==> src/rtl/serial_subtractor.sv <==
// Bit-serial subtractor: diff = a - b - borrow_in, one bit per clock LSB first,
// through a single full-subtractor cell and a borrow flop, with valid/ready handshakes.
module serial_subtractor #(
    parameter int WIDTH = 8
) (
    input  logic             clk,
    input  logic             reset,
    input  logic             in_valid,
    output logic             in_ready,
    input  logic [WIDTH-1:0] a,
    input  logic [WIDTH-1:0] b,
    input  logic             borrow_in,
    output logic             out_valid,
    input  logic             out_ready,
    output logic [WIDTH-1:0] diff,
    output logic             borrow_out,
    output logic             busy
);

    localparam int                 CNT_W    = $clog2(WIDTH);
    localparam logic [CNT_W-1:0]   CNT_LAST = CNT_W'(WIDTH - 1);

    typedef enum logic [1:0] {
        IDLE,
        SHIFT,
        DONE
    } state_t;

    state_t           state;
    state_t           state_next;
    logic [WIDTH-1:0] a_sh;
    logic [WIDTH-1:0] b_sh;
    logic [WIDTH-1:0] r;
    logic [WIDTH-1:0] r_next;
    logic             br;
    logic             br_next;
    logic             d;
    logic [CNT_W-1:0] cnt;
    logic             accept;
    logic             last;

    // Full-subtractor cell on the current LSBs.
    assign d       = a_sh[0] ^ b_sh[0] ^ br;
    assign br_next = (~a_sh[0] & b_sh[0]) | (~(a_sh[0] ^ b_sh[0]) & br);
    assign r_next  = {d, r[WIDTH-1:1]};

    // in_ready is gated by reset so it stays low while reset is held.
    assign in_ready  = (state == IDLE) && reset;
    assign out_valid = (state == DONE);
    assign busy      = (state != IDLE);
    assign accept    = in_valid && in_ready;
    assign last      = (state == SHIFT) && (cnt == CNT_LAST);

    always_ff @(posedge clk or negedge reset) begin
        if (!reset) begin
            state <= IDLE;
        end else begin
            state <= state_next;
        end
    end

    always_comb begin
        // NOTE: default first so every path assigns state_next and no latch is inferred.
        state_next = state;
        case (state)
            IDLE:    if (accept)    state_next = SHIFT;
            SHIFT:   if (last)      state_next = DONE;
            DONE:    if (out_ready) state_next = IDLE;
            default:                state_next = IDLE;
        endcase
    end

    // NOTE: sequential state uses non-blocking assignments so every flop samples pre-edge values.
    always_ff @(posedge clk or negedge reset) begin
        if (!reset) begin
            a_sh       <= '0;
            b_sh       <= '0;
            r          <= '0;
            br         <= 1'b0;
            cnt        <= '0;
            diff       <= '0;
            borrow_out <= 1'b0;
        end else begin
            case (state)
                IDLE: begin
                    if (accept) begin
                        a_sh <= a;
                        b_sh <= b;
                        br   <= borrow_in;
                        cnt  <= '0;
                    end
                end
                SHIFT: begin
                    a_sh <= a_sh >> 1;
                    b_sh <= b_sh >> 1;
                    r    <= r_next;
                    br   <= br_next;
                    if (last) begin
                        diff       <= r_next;
                        borrow_out <= br_next;
                    end else begin
                        cnt <= cnt + CNT_W'(1);
                    end
                end
                default: ;
            endcase
        end
    end

endmodule

==> config.mk <==
export PLATFORM = sky130hd
export DESIGN_NAME = serial_subtractor
export DESIGN_NICKNAME = d
export VERILOG_FILES = /design/src/rtl/serial_subtractor.sv
export SDC_FILE = /design/constraint.sdc
export NUM_CORES = 1
export LEC_CHECK = 0
export CAP_MARGIN = 10
export CORE_UTILIZATION = 65
export CTS_BUF_LIST = sky130_fd_sc_hd__clkbuf_4 sky130_fd_sc_hd__clkbuf_8
export CTS_CLUSTER_DIAMETER = 30
export DETAILED_ROUTE_END_ITERATION = 16
export DONT_BUFFER_PORTS = 1
export PLACE_DENSITY = 0.84
export REMOVE_ABC_BUFFERS = 1
export SLEW_MARGIN = 0
export SYNTH_ARGS = -nofsm -noshare
export SYNTH_HDL_FRONTEND = slang
export SYNTH_SLANG_ARGS = --single-unit
==> constraint.sdc <==
create_clock -name clk -period 4.48 [get_ports clk]
set_input_delay 0.896 -clock clk [delete_from_list [all_inputs] [get_ports clk]]
set_output_delay 0.896 -clock clk [all_outputs]
set_load 0.01 [all_outputs]
# After elaboration in Yosys (flattened, before gate mapping)
# Cells that the tools add are included.
# word_totals
regBits	39
latchBits	0
ramBits	0
mem_bits_ro	0
out_inout_bits	12
wordCells	46
n_memories	0
# op_classes
n_addsub	1
multipliers	0
n_div	0
n_lt_le_gt_ge	0
eq_ne	7
n_shift	0
mux	13
bitwise	7
reduce_logical	10
# op_table
op	n
$pmux W8 S2	2
$mux W8	2
$mux W2	3
$mux W3	2
$ne A2 B2 Y1 const B	3
$pmux W2 S3	1
$pmux W3 S2	1
$reduce_and A3 Y1	2
$reduce_and A2 Y1	2
$reduce_bool A2 Y1	2
$add A3 B1 Y3 const B	1
$eq A3 B3 Y1 const B	1
$logic_and A1 B1 Y1	3
$and A1 B1 Y1	2
$eq A2 B1 Y1 const B	1
$eq A2 B2 Y1 const B	1
$logic_not A2 Y1	1
$ne A2 B1 Y1 const B	1
$not A1 Y1	2
$pmux W1 S2	1
$xor A1 B1 Y1	2
$mux W1	1
$or A1 B1 Y1	1

# Logic depth before layout (Yosys ltp)
# Gate-level depths: netlist of the first run.
# logic_depth
depth_word	5
mapped_depth	6
ltp_nobuf	5

# Least setup slack after synthesis of the first run
# OpenSTA, ideal clock, no wires.
# synth_path
kind	in2out
start	input port reset
end	output port in_ready
arrival_time_ns	1.087
path_slack_ns	2.497
path_stages	2
path_buffers	0
cell_sequence	inv_1 > nor2_1
# synth_via
elab_chain_cells	1
# synth_lines
item	line_no	text
start: declaration	7	input logic reset,
$logic_and A1 B1 Y1	48	assign in_ready = (state == IDLE) && reset;
end: declaration	9	output logic in_ready,
# No other way between the ends.

# Worst setup path after layout of the first run
# layout_path
start	register state[1]
end	output port in_ready
# layout_via
elab_chain_cells	2
# layout_lines
item	line_no	text
start: declaration	29	state_t state;
start signal: assignment	58	state <= state_next;
$logic_not A2 Y1	48	
$logic_and A1 B1 Y1	48	
# No other way between the ends.

==> metrics.yaml, run 1 <==
yosys:
  ys_seq_area_share_pct: 58.1
  yosysMostFrequentCell: "dfrtp_1"
  syn-cell-area_um2: 1640
  syn_area_per_cell_um2: 12.3
  synth_area_leaders: "dfrtp_1 58%, mux2i_1 8.6%, mux2_2 6.2%"
  yosys_warnings: 0
  syn_inst: 133
  synth_common_cells: "38 x dfrtp_1, 16 x nor2_1, 14 x a21oi_1, 14 x mux2i_1, 9 x mux2_2"
  netlist-cell-type-count: 23
  ys.flop_type: "dfrtp_1"
  synth_seq_cells: 38
  yosys.area.top_type_share_pct: 58.1
  async_reset_ff_share_pct: 100
  synth_top_area_cell: "dfrtp_1"
  synth_edf_count: 0
sta:
  setup_violations: 0
  fin_worst_skew_ps: 6.81
  tightest_slew_ps: 600
  finalCriticalPeriod_ps: 2200
  finalHoldViolations: 0
  max_freq_ghz: 0.455
  rsz0062_at_grt: "false"
  relSlewSlack_pct: 60.0
  finalCritPeriodShare_pct: 49.1
  maxSlewViolCount: 0
  finalSetupTns_ps: 0
setup_path:
  worst_path_max_delay_cell: "dfrtp_1"
  cp-start-kind: "register"
  r2r_cells: 3
  slowest_delay_ps: 440
  path_buf_inv: 0
  critPathTopFamily: "simple AND/OR/NAND/NOR gates"
  crit_cells: 2
  crit_path_cell_trace: "or2_2 > nor2_1"
  end_kind: "primary output"
  cp_max_fo: 6
  cp.required_ps: 3580
  r2r-start: "state[1]"
  startpoint: "state[1]"
  endpoint: "in_ready"
  r2r_end: "cnt[0]"
  rrSetupSlack_ps: 2720
  path_class: "register to primary output"
  arrival_ps: 1300
power:
  pwr-share-clk_pct: 15.0
  power_density_nw_per_um2: 726
  ir_drop_mv: 0.506
  internal-power_w: 0.000804
  p_leak_nw: 0.756
  seq_power_share_pct: 50.6
  combPwrFrac_pct: 34.4
  p_sw_share_pct: 34.8
  p_switching_w: 0.000429
min_path:
  hp-class: "input port to asynchronous set/reset pin"
routing:
  route.detailed.drc: 0
  ant_nets: 0
  drtIter0Drc: 3
  via_count: 935
  drt_wl_total_um: 2480
  via_per_inst: 5.74
  wl_per_cell_um: 15.2
  drt_first_pass_iters: 2
floorplanning:
  chipWidth_um: 52.2
  pin_count: 33
  start_util_pct: 71.3
  rows: 17
  die_y_um: 52.2
  dieArea_um2: 2720
  core_area_um2: 2300
global_routing:
  grt_max_degree: 41
  antenna_found_initial: 0
  track_usage_pct: 21.7
  overflow: 0
  grt_pass1_vias: 956
  grt_pass1_wl_um: 4040
status:
  status: "completed"
cells_and_area:
  layout.nets: 158
  drive_gt1_share_pct: 15.6
  diodes: 0
  synthToLayoutAreaGrowth_pct: 3.67
  final_cells: 163
placement:
  numPlacedInstances: 155
  gp_congestion: 0.659
  hpwl_um: 1730
  io_buffer_count: 0
clock_network:
  cts_buffers: 5
  root_buffer: "clkbuf_4"
  cts_tree: "built"
  clk_pin_slew_worst_paths_ps: 110
  post_cts_buffers: 0
  clock_sinks: 38
  htreeDepth: 2
  clock_latency_ps: 330
  hold_buffers: 0
  cts_resized: 0
  cts.path.max_buffers: 2
job:
  cap_viol_max_count: 0
sequential cells by signal, indices dropped and copies added (netlist names):
register,flops
cnt,3
borrow_out,1
diff,8
br,1
b_sh,8
a_sh,8
state,2
r,7
per-layer routing:
layer	up-vias	track usage [%]	wire [um]
met2	22	37.8	1270
met5	-	0	0
met1	450	23.9	1030
li1	458	-	-
met4	0	6.58	33
met3	5	9.28	141
area by class of cell:
| cell class | instances | area [um2] |
|---|---|---|
| flip-flops and latches | 38 | 951 |
| repair buffers | 1 | 7.51 |
| fillers | 152 | 599 |
| multi-input cells | 83 | 622 |
| clock inverters | 1 | 5.00 |
| inverters | 5 | 18.8 |
| clock buffers | 7 | 58.8 |
| well taps | 28 | 35.0 |
cell families after synthesis:
family | count (synthesis) | synth area share, %
mux | 30 | 19.6
compound gates | 21 | 7.03
flops | 38 | 58.1
buf+inv | 12 | 3.97
fa+ha+maj | 3 | 2.75
simple gates | 29 | 8.63
through the flow:
stage	power [W]	cell area (um2)	setup WS (ps)	hold WS (ps)	utilization (%)
floorplan	0.000960	1590	2500	470	-
global placement	0.00102	1630	2400	483	71.1
detailed placement	0.00106	1630	2350	495	71.1
CTS	0.00125	1700	2270	234	73.9
global route	0.00134	1700	2190	205	73.9
finish	0.00123	1700	2280	238	73.9
cells in the final DEF (no fill, tap or decap), drive strengths merged:
| cell | instances |
|---|---|
| a21oi | 14 |
| a22o | 2 |
| and4bb | 1 |
| buf | 1 |
| clkbuf | 7 |
| clkinv | 1 |
| dfrtp | 38 |
| fa | 1 |
| ha | 2 |
| inv | 5 |
| mux2 | 16 |
| mux2i | 14 |
| nand2 | 6 |
| nand2b | 2 |
| nand3b | 2 |
| nor2 | 16 |
| nor3b | 1 |
| o211ai | 1 |
| o21ai | 4 |
| or2 | 1 |
worst min-delay path by stage:
stage                 from       to  slack (ps)  cells after the start
floorplan           cnt[1]   cnt[1]         470                      1
global placement      r[1]  diff[0]         480                      1
detailed placement    r[5]  diff[4]         490                      1
CTS                  reset  diff[2]         230                      0
global route         reset  diff[2]         210                      0
finish               reset     r[2]         240                      0
power by group through the flow:
stage | Sequential [W] | Clock (W) | Combinational (W)
global route | 0.000643 | 0.000209 | 0.000484
finish | 0.000623 | 0.000185 | 0.000425
CTS | 0.000625 | 0.000189 | 0.000432
global placement | 0.000620 | 0 | 0.000400
floorplan | 0.000601 | 0 | 0.000359
detailed placement | 0.000632 | 0 | 0.000433
No activity file was read; power rests on OpenSTA's default activity.
==> run 2: changes to the inputs <==
--- a/config.mk
+++ b/config.mk
@@ -6,12 +6,12 @@
 export NUM_CORES = 1
 export LEC_CHECK = 0
 export CAP_MARGIN = 10
-export CORE_UTILIZATION = 65
+export CORE_UTILIZATION = 64
 export CTS_BUF_LIST = sky130_fd_sc_hd__clkbuf_4 sky130_fd_sc_hd__clkbuf_8
 export CTS_CLUSTER_DIAMETER = 30
 export DETAILED_ROUTE_END_ITERATION = 16
 export DONT_BUFFER_PORTS = 1
-export PLACE_DENSITY = 0.84
+export PLACE_DENSITY = 0.83
 export REMOVE_ABC_BUFFERS = 1
 export SLEW_MARGIN = 0
 export SYNTH_ARGS = -nofsm -noshare
==> constraint.sdc (replaced) <==
create_clock -name clk -period 2.3 [get_ports clk]
set_input_delay 0.46 -clock clk [delete_from_list [all_inputs] [get_ports clk]]
set_output_delay 0.46 -clock clk [all_outputs]
set_load 0.01 [all_outputs]
==> run 2 against run 1 <==
Effect of this change: cell area is 5.2% higher; sequential share of layout area is 2.7 points lower; clock-buffer cell count is 2 lower; via count is 3.7% higher; hold slack worse by 11 ps; clock skew is 4.1 ps higher; total power is 120% higher; clock power grew to 3.1 times the previous value; combinational power is 110% higher; critical path depth stayed put; wire length is 11% higher; die area is 1.5% higher.
==> metrics.yaml, run 2 (synthesis gave the netlist of run 1 again) <==
status:
  status: "completed"  # unchanged
clock_network:
  cts_tree: "built"  # unchanged
  root_buffer: "clkbuf_4"  # unchanged
  cts_buffers: 5  # unchanged
  clock_latency_ps: 340  # was 330 ps
  clk_pin_slew_worst_paths_ps: 120  # was 110 ps
  clock_sinks: 38  # unchanged
  cts.path.max_buffers: 2  # unchanged
  htreeDepth: 2  # unchanged
  cts_resized: 0  # unchanged
floorplanning:
  rows: 17  # unchanged
  die_y_um: 52.6  # was 52.2 um
  core_area_um2: 2320  # was 2300 um2
  dieArea_um2: 2770  # was 2720 um2
  start_util_pct: 70.6  # was 71.3%
  pin_count: 33  # unchanged
  chipWidth_um: 52.6  # was 52.2 um
power:
  ir_drop_mv: 1.19  # was 0.506 mV
  power_density_nw_per_um2: 1500  # was 726 nW/um2
  p_leak_nw: 0.796  # was 0.756 nW
cells_and_area:
  layout_common_cells: "38 x dfrtp_1, 16 x nor2_1, 14 x mux2i_1, 14 x a21oi_1, 9 x mux2_2"  # unchanged
  final_core_util_pct: 77.0  # was 73.9%
  reg_top3: "a_sh: 8 flops, b_sh: 8 flops, diff: 8 flops"  # unchanged
  diodes: 0  # unchanged
  synthToLayoutAreaGrowth_pct: 9.01  # was 3.67%
  layout.nets: 162  # was 158
  drive_gt1_share_pct: 17.3  # was 15.6%
  layout_commonest_cell: "dfrtp_1"  # unchanged
global_routing:
  grt_pass1_vias: 968  # was 956
  antenna_found_initial: 0  # unchanged
  track_usage_pct: 23.7  # was 21.7%
  grt_pass1_wl_um: 4410  # was 4040 um
  grt_max_degree: 39  # was 41
  overflow: 0  # unchanged
setup_path:
  path_buf_inv: 0  # unchanged
  critPathTopFamily: "simple AND/OR/NAND/NOR gates"  # unchanged
  end_kind: "primary output"  # unchanged
  crit_path_cell_trace: "or2_2 > nor2_1"  # unchanged
  worst_path_max_delay_cell: "dfrtp_1"  # unchanged
  cp_max_fo: 6  # unchanged
  arrival_ps: 1330  # was 1300 ps
  slowest_delay_ps: 440  # about the same
  cp-start-kind: "register"  # unchanged
  path_class: "register to primary output"  # unchanged
  cp.required_ps: 1840  # was 3580 ps
sta:
  finalCritPeriodShare_pct: 77.9
  setup_ws_ps: 509  # was 2280 ps
  maxSlewViolCount: 0  # unchanged
  max_freq_ghz: 0.558
  tightest_slew_ps: 494  # was 600 ps
  finalCriticalPeriod_ps: 1790
  setup_violations: 0  # unchanged
  finalSetupTns_ps: 0  # unchanged
  relSlewSlack_pct: 67.0  # was 60.0%
  rsz0062_at_grt: "false"  # unchanged
  fin_worst_skew_ps: 10.9  # was 6.81 ps
  holdWs_ps: 226  # was 238 ps
  finalHoldViolations: 0  # unchanged
routing:
  via_per_inst: 5.81  # was 5.74
  wl_per_cell_um: 16.5  # was 15.2 um
  drt_wl_total_um: 2760  # was 2480 um
  drtIter0Drc: 18  # was 3
  ant_nets: 0  # unchanged
  drt_first_pass_iters: 5  # was 2
  via_count: 970  # was 935
  route.detailed.drc: 0  # unchanged
min_path:
  hp-class: "input port to register"  # was input port to asynchronous set/reset pin
placement:
  hpwl_um: 1940  # was 1730 um
  io_buffer_count: 0  # unchanged
  dp_worst_setup_slack_ps: 592  # was 2350 ps
  gp_congestion: 0.686  # was 0.659
job:
  cap_viol_max_count: 0  # unchanged
run 2: worst register-to-register path, stage by stage (launching register included):
cell and delay [ps]:
dfrtp_1 410, ha_1 200, ha_1 200, nand3b_1 390, mux2_2 400
run 2: area by class of cell:
class                           instances  area (um2)
Clock buffer                            5        37.5
Clock inverter                          3        68.8
Fill cell                             150         533
Inverter                                5        18.8
Multi-Input combinational cell         83         622
Sequential cell                        38         951
Tap cell                               28        35.0
Timing Repair Buffer                    5        52.6
run 2: metrics by stage:
stage / power (W) / cells / instance area, um2
2_1_floorplan: 0.00187 / 126 / 1590
3_3_place_gp: 0.00201 / 157 / 1650
3_5_place_dp: 0.00212 / 157 / 1650
4_1_cts: 0.00270 / 167 / 1790
5_1_grt: 0.00286 / 167 / 1790
6_report: 0.00268 / 167 / 1790
run 2: final timing paths:
| kind | slack [ps] | to | depth (start not counted) | from |
|---|---|---|---|---|
| hold reg to reg | 530 | diff[4] | 1 | r[5] |
| setup / recovery | 510 | in_ready | 2 | state[0] |
| hold / removal | 230 | state[1] | 1 | out_ready |
| min in group asynchronous | 560 | diff[2] | 2 | reset |
| max in group asynchronous | 1550 | b_sh[0] | 2 | reset |
| setup reg to reg | 600 | diff[0] | 4 | cnt[0] |
run 2: layer usage:
layer,routed length [um],global-route usage [%]
met1,1160,27.8
met2,1400,40.7
met5,0,0
met4,29,7.89
met3,165,7.83
run 2: power by group:
part / switching (W) / total [W] / internal, W
clock: 0.000225 / 0.000565 / 0.000340
sequential: 0.000236 / 0.00122 / 0.000988
combinational: 0.000448 / 0.000888 / 0.000440
total: 0.000909 / 0.00268 / 0.00177
run 2: what timing repair did:
action,CTS,global route
setup endpoints to repair,0,0
hold buffers,2,0
setup buffers,0,0
hold endpoints to repair,38,0
==> run 3: changes to the inputs <==
==> constraint.sdc (replaced) <==
create_clock -name clk -period 1.8 [get_ports clk]
set_input_delay 0.36 -clock clk [delete_from_list [all_inputs] [get_ports clk]]
set_output_delay 0.36 -clock clk [all_outputs]
set_load 0.01 [all_outputs]
==> run 3 against run 2 <==
Effect of this change: utilization fell by 0.32 points; sequential power rose by 28%; clock skew fell by 4.7 ps; critical endpoint is now diff[0]; largest cell class unchanged; largest power group unchanged; highest routed layer unchanged.
==> metrics.yaml, run 3 (synthesis gave the netlist of run 1 again) <==
status:
  status: "completed"  # unchanged
power:
  total_power_w: 0.00324  # was 0.00268 W
  p_leak_nw: 0.792  # was 0.796 nW
  internal-power_w: 0.00211  # was 0.00177 W
  pwr-share-clk_pct: 16.5  # was 21.1%
  p_switching_w: 0.00113  # was 0.000909 W
  power_density_nw_per_um2: 1820  # was 1500 nW/um2
  ir_drop_mv: 1.35  # was 1.19 mV
  combPwrFrac_pct: 35.5  # was 33.2%
  seq_power_share_pct: 48.0  # was 45.7%
  p_sw_share_pct: 34.9  # was 33.9%
cells_and_area:
  diodes: 0  # unchanged
  synthToLayoutAreaGrowth_pct: 8.56  # was 9.01%
  reg_top3: "a_sh: 8 flops, b_sh: 8 flops, diff: 8 flops"  # unchanged
  final_cells: 168  # was 167
  final_core_util_pct: 76.7  # was 77.0%
  drive_gt1_share_pct: 17.9  # was 17.3%
  layout.nets: 163  # was 162
  layout_commonest_cell: "dfrtp_1"  # unchanged
  layout_common_cells: "38 x dfrtp_1, 16 x nor2_1, 14 x mux2i_1, 14 x a21oi_1, 9 x mux2_2"  # unchanged
floorplanning:
  rows: 17  # unchanged
  chipWidth_um: 52.6  # unchanged
  pin_count: 33  # unchanged
  die_y_um: 52.6  # unchanged
  core_area_um2: 2320  # unchanged
  dieArea_um2: 2770  # unchanged
  start_util_pct: 70.6  # unchanged
sta:
  finalCritPeriodShare_pct: 93.8
  finalSetupTns_ps: 0  # unchanged
  finalHoldViolations: 0  # unchanged
  maxSlewViolCount: 0  # unchanged
  fin_worst_skew_ps: 6.23  # was 10.9 ps
  tightest_slew_ps: 450  # was 494 ps
  rsz0062_at_grt: "false"  # unchanged
  max_freq_ghz: 0.593
  setup_violations: 0  # unchanged
  holdWs_ps: 112  # was 226 ps
  finalCriticalPeriod_ps: 1690
  relSlewSlack_pct: 69.9  # was 67.0%
setup_path:
  startpoint: "cnt[0]"  # was state[0]
  cp_max_fo: 10  # was 6
  cp.required_ps: 2030  # was 1840 ps
  end_kind: "register"  # was primary output
  r2r_cells: 4  # unchanged
  arrival_ps: 1920  # was 1330 ps
  r2r_end: "diff[0]"  # unchanged
  path_class: "register to register"  # was register to primary output
  r2r-start: "cnt[0]"  # unchanged
  crit_path_cell_trace: "ha_1 > ha_1 > nand3b_1 > mux2_2"  # was or2_2 > nor2_1
  cp-start-kind: "register"  # unchanged
  slowest_delay_ps: 400  # was 440 ps
  timing.critical_path.mode_cell: "ha_1"
  rrSetupSlack_ps: 110  # was 600 ps
  worst_path_max_delay_cell: "dfrtp_1"  # unchanged
routing:
  via_per_inst: 5.86  # was 5.81
  drtIter0Drc: 12  # was 18
  drt_first_pass_iters: 4  # was 5
  wl_per_cell_um: 16.0  # was 16.5 um
  ant_nets: 0  # unchanged
  via_count: 984  # was 970
  drt_wl_total_um: 2690  # was 2760 um
  route.detailed.drc: 0  # unchanged
min_path:
  hp-start: "out_ready"  # unchanged
  hp-class: "input port to register"  # unchanged
  whs_endpoint: "state[1]"  # unchanged
  hold_depth: 1  # unchanged
global_routing:
  track_usage_pct: 23.2  # was 23.7%
  grt_pass1_vias: 1032  # was 968
  antenna_found_initial: 0  # unchanged
  grt_max_degree: 39  # unchanged
  overflow: 0  # unchanged
  grt_pass1_wl_um: 4370  # was 4410 um
job:
  cap_viol_max_count: 0  # unchanged
clock_network:
  htreeDepth: 2  # unchanged
  root_buffer: "clkbuf_4"  # unchanged
  cts_tree: "built"  # unchanged
  post_cts_buffers: 0  # unchanged
  cts_buffers: 5  # unchanged
  clock_latency_ps: 340  # about the same
  clock_sinks: 38  # unchanged
  cts.path.max_buffers: 2  # unchanged
  clk_pin_slew_worst_paths_ps: 110  # was 120 ps
placement:
  io_buffer_count: 0  # unchanged
  gp_congestion: 0.687  # was 0.686
  numPlacedInstances: 158  # was 157
  hpwl_um: 1900  # was 1940 um
==> run 3: cell types whose count changed in the layout (fill, tap and decap cells not counted) <==
cell,before,now
clkbuf_8,0,3
bufinv_16,2,0
buf_12,1,2
clkinv_4,1,0
==> run 3: cell type report <==
type	instances	area, um2
sequential	38	951
multi-input combinational	83	622
fill	154	541
clock buffer	8	78.8
timing repair buffer	6	72.6
tap	28	35.0
inverter	5	18.8
==> run 3: critical path: cells and delay by family, from the launching register on <==
| family | cells | cell delay [ps] |
|---|---|---|
| adder cells (fa/ha/maj) | 2 | 430 |
| flip-flops | 1 | 400 |
| multiplexers | 1 | 380 |
| AND/OR/NAND/NOR | 1 | 370 |
==> run 3: what timing repair did <==
action | in CTS | in global routing
hold buffers | 2 | 0
resized for setup | 0 | 0
hold endpoints to repair | 38 | 0
==> run 3: routing by layer <==
metal	GRT usage (%)	wire length (um)
met1	24.9	1090
met2	40.5	1420
met3	8.99	141
met4	9.65	46
met5	0	0
==> run 3: power groups by stage <==
stage	Sequential, W	Clock [W]	Combinational [W]
4_1_cts	0.00156	0.000547	0.00117
3_3_place_gp	0.00154	0	0.00105
6_report	0.00156	0.000535	0.00115
2_1_floorplan	0.00150	0	0.000893
3_5_place_dp	0.00158	0	0.00114
5_1_grt	0.00161	0.000585	0.00131
==> run 3: how the worst max path moves through the flow <==
stage	endpoint	slack (ps)	depth (start not counted)
after floorplan	r[1]	80	2
after detailed placement	diff[1]	110	4
after CTS	diff[1]	100	4
final	diff[0]	110	4
after global routing	in_ready	20	2
after global placement	diff[0]	200	4
==> run 3: through the flow <==
step                area [um2]  setup WS [ps]
global route              1780           17.1
floorplan                 1590           80.4
detailed placement        1670            110
finish                    1780            112
CTS                       1780           95.1
global placement          1670            198
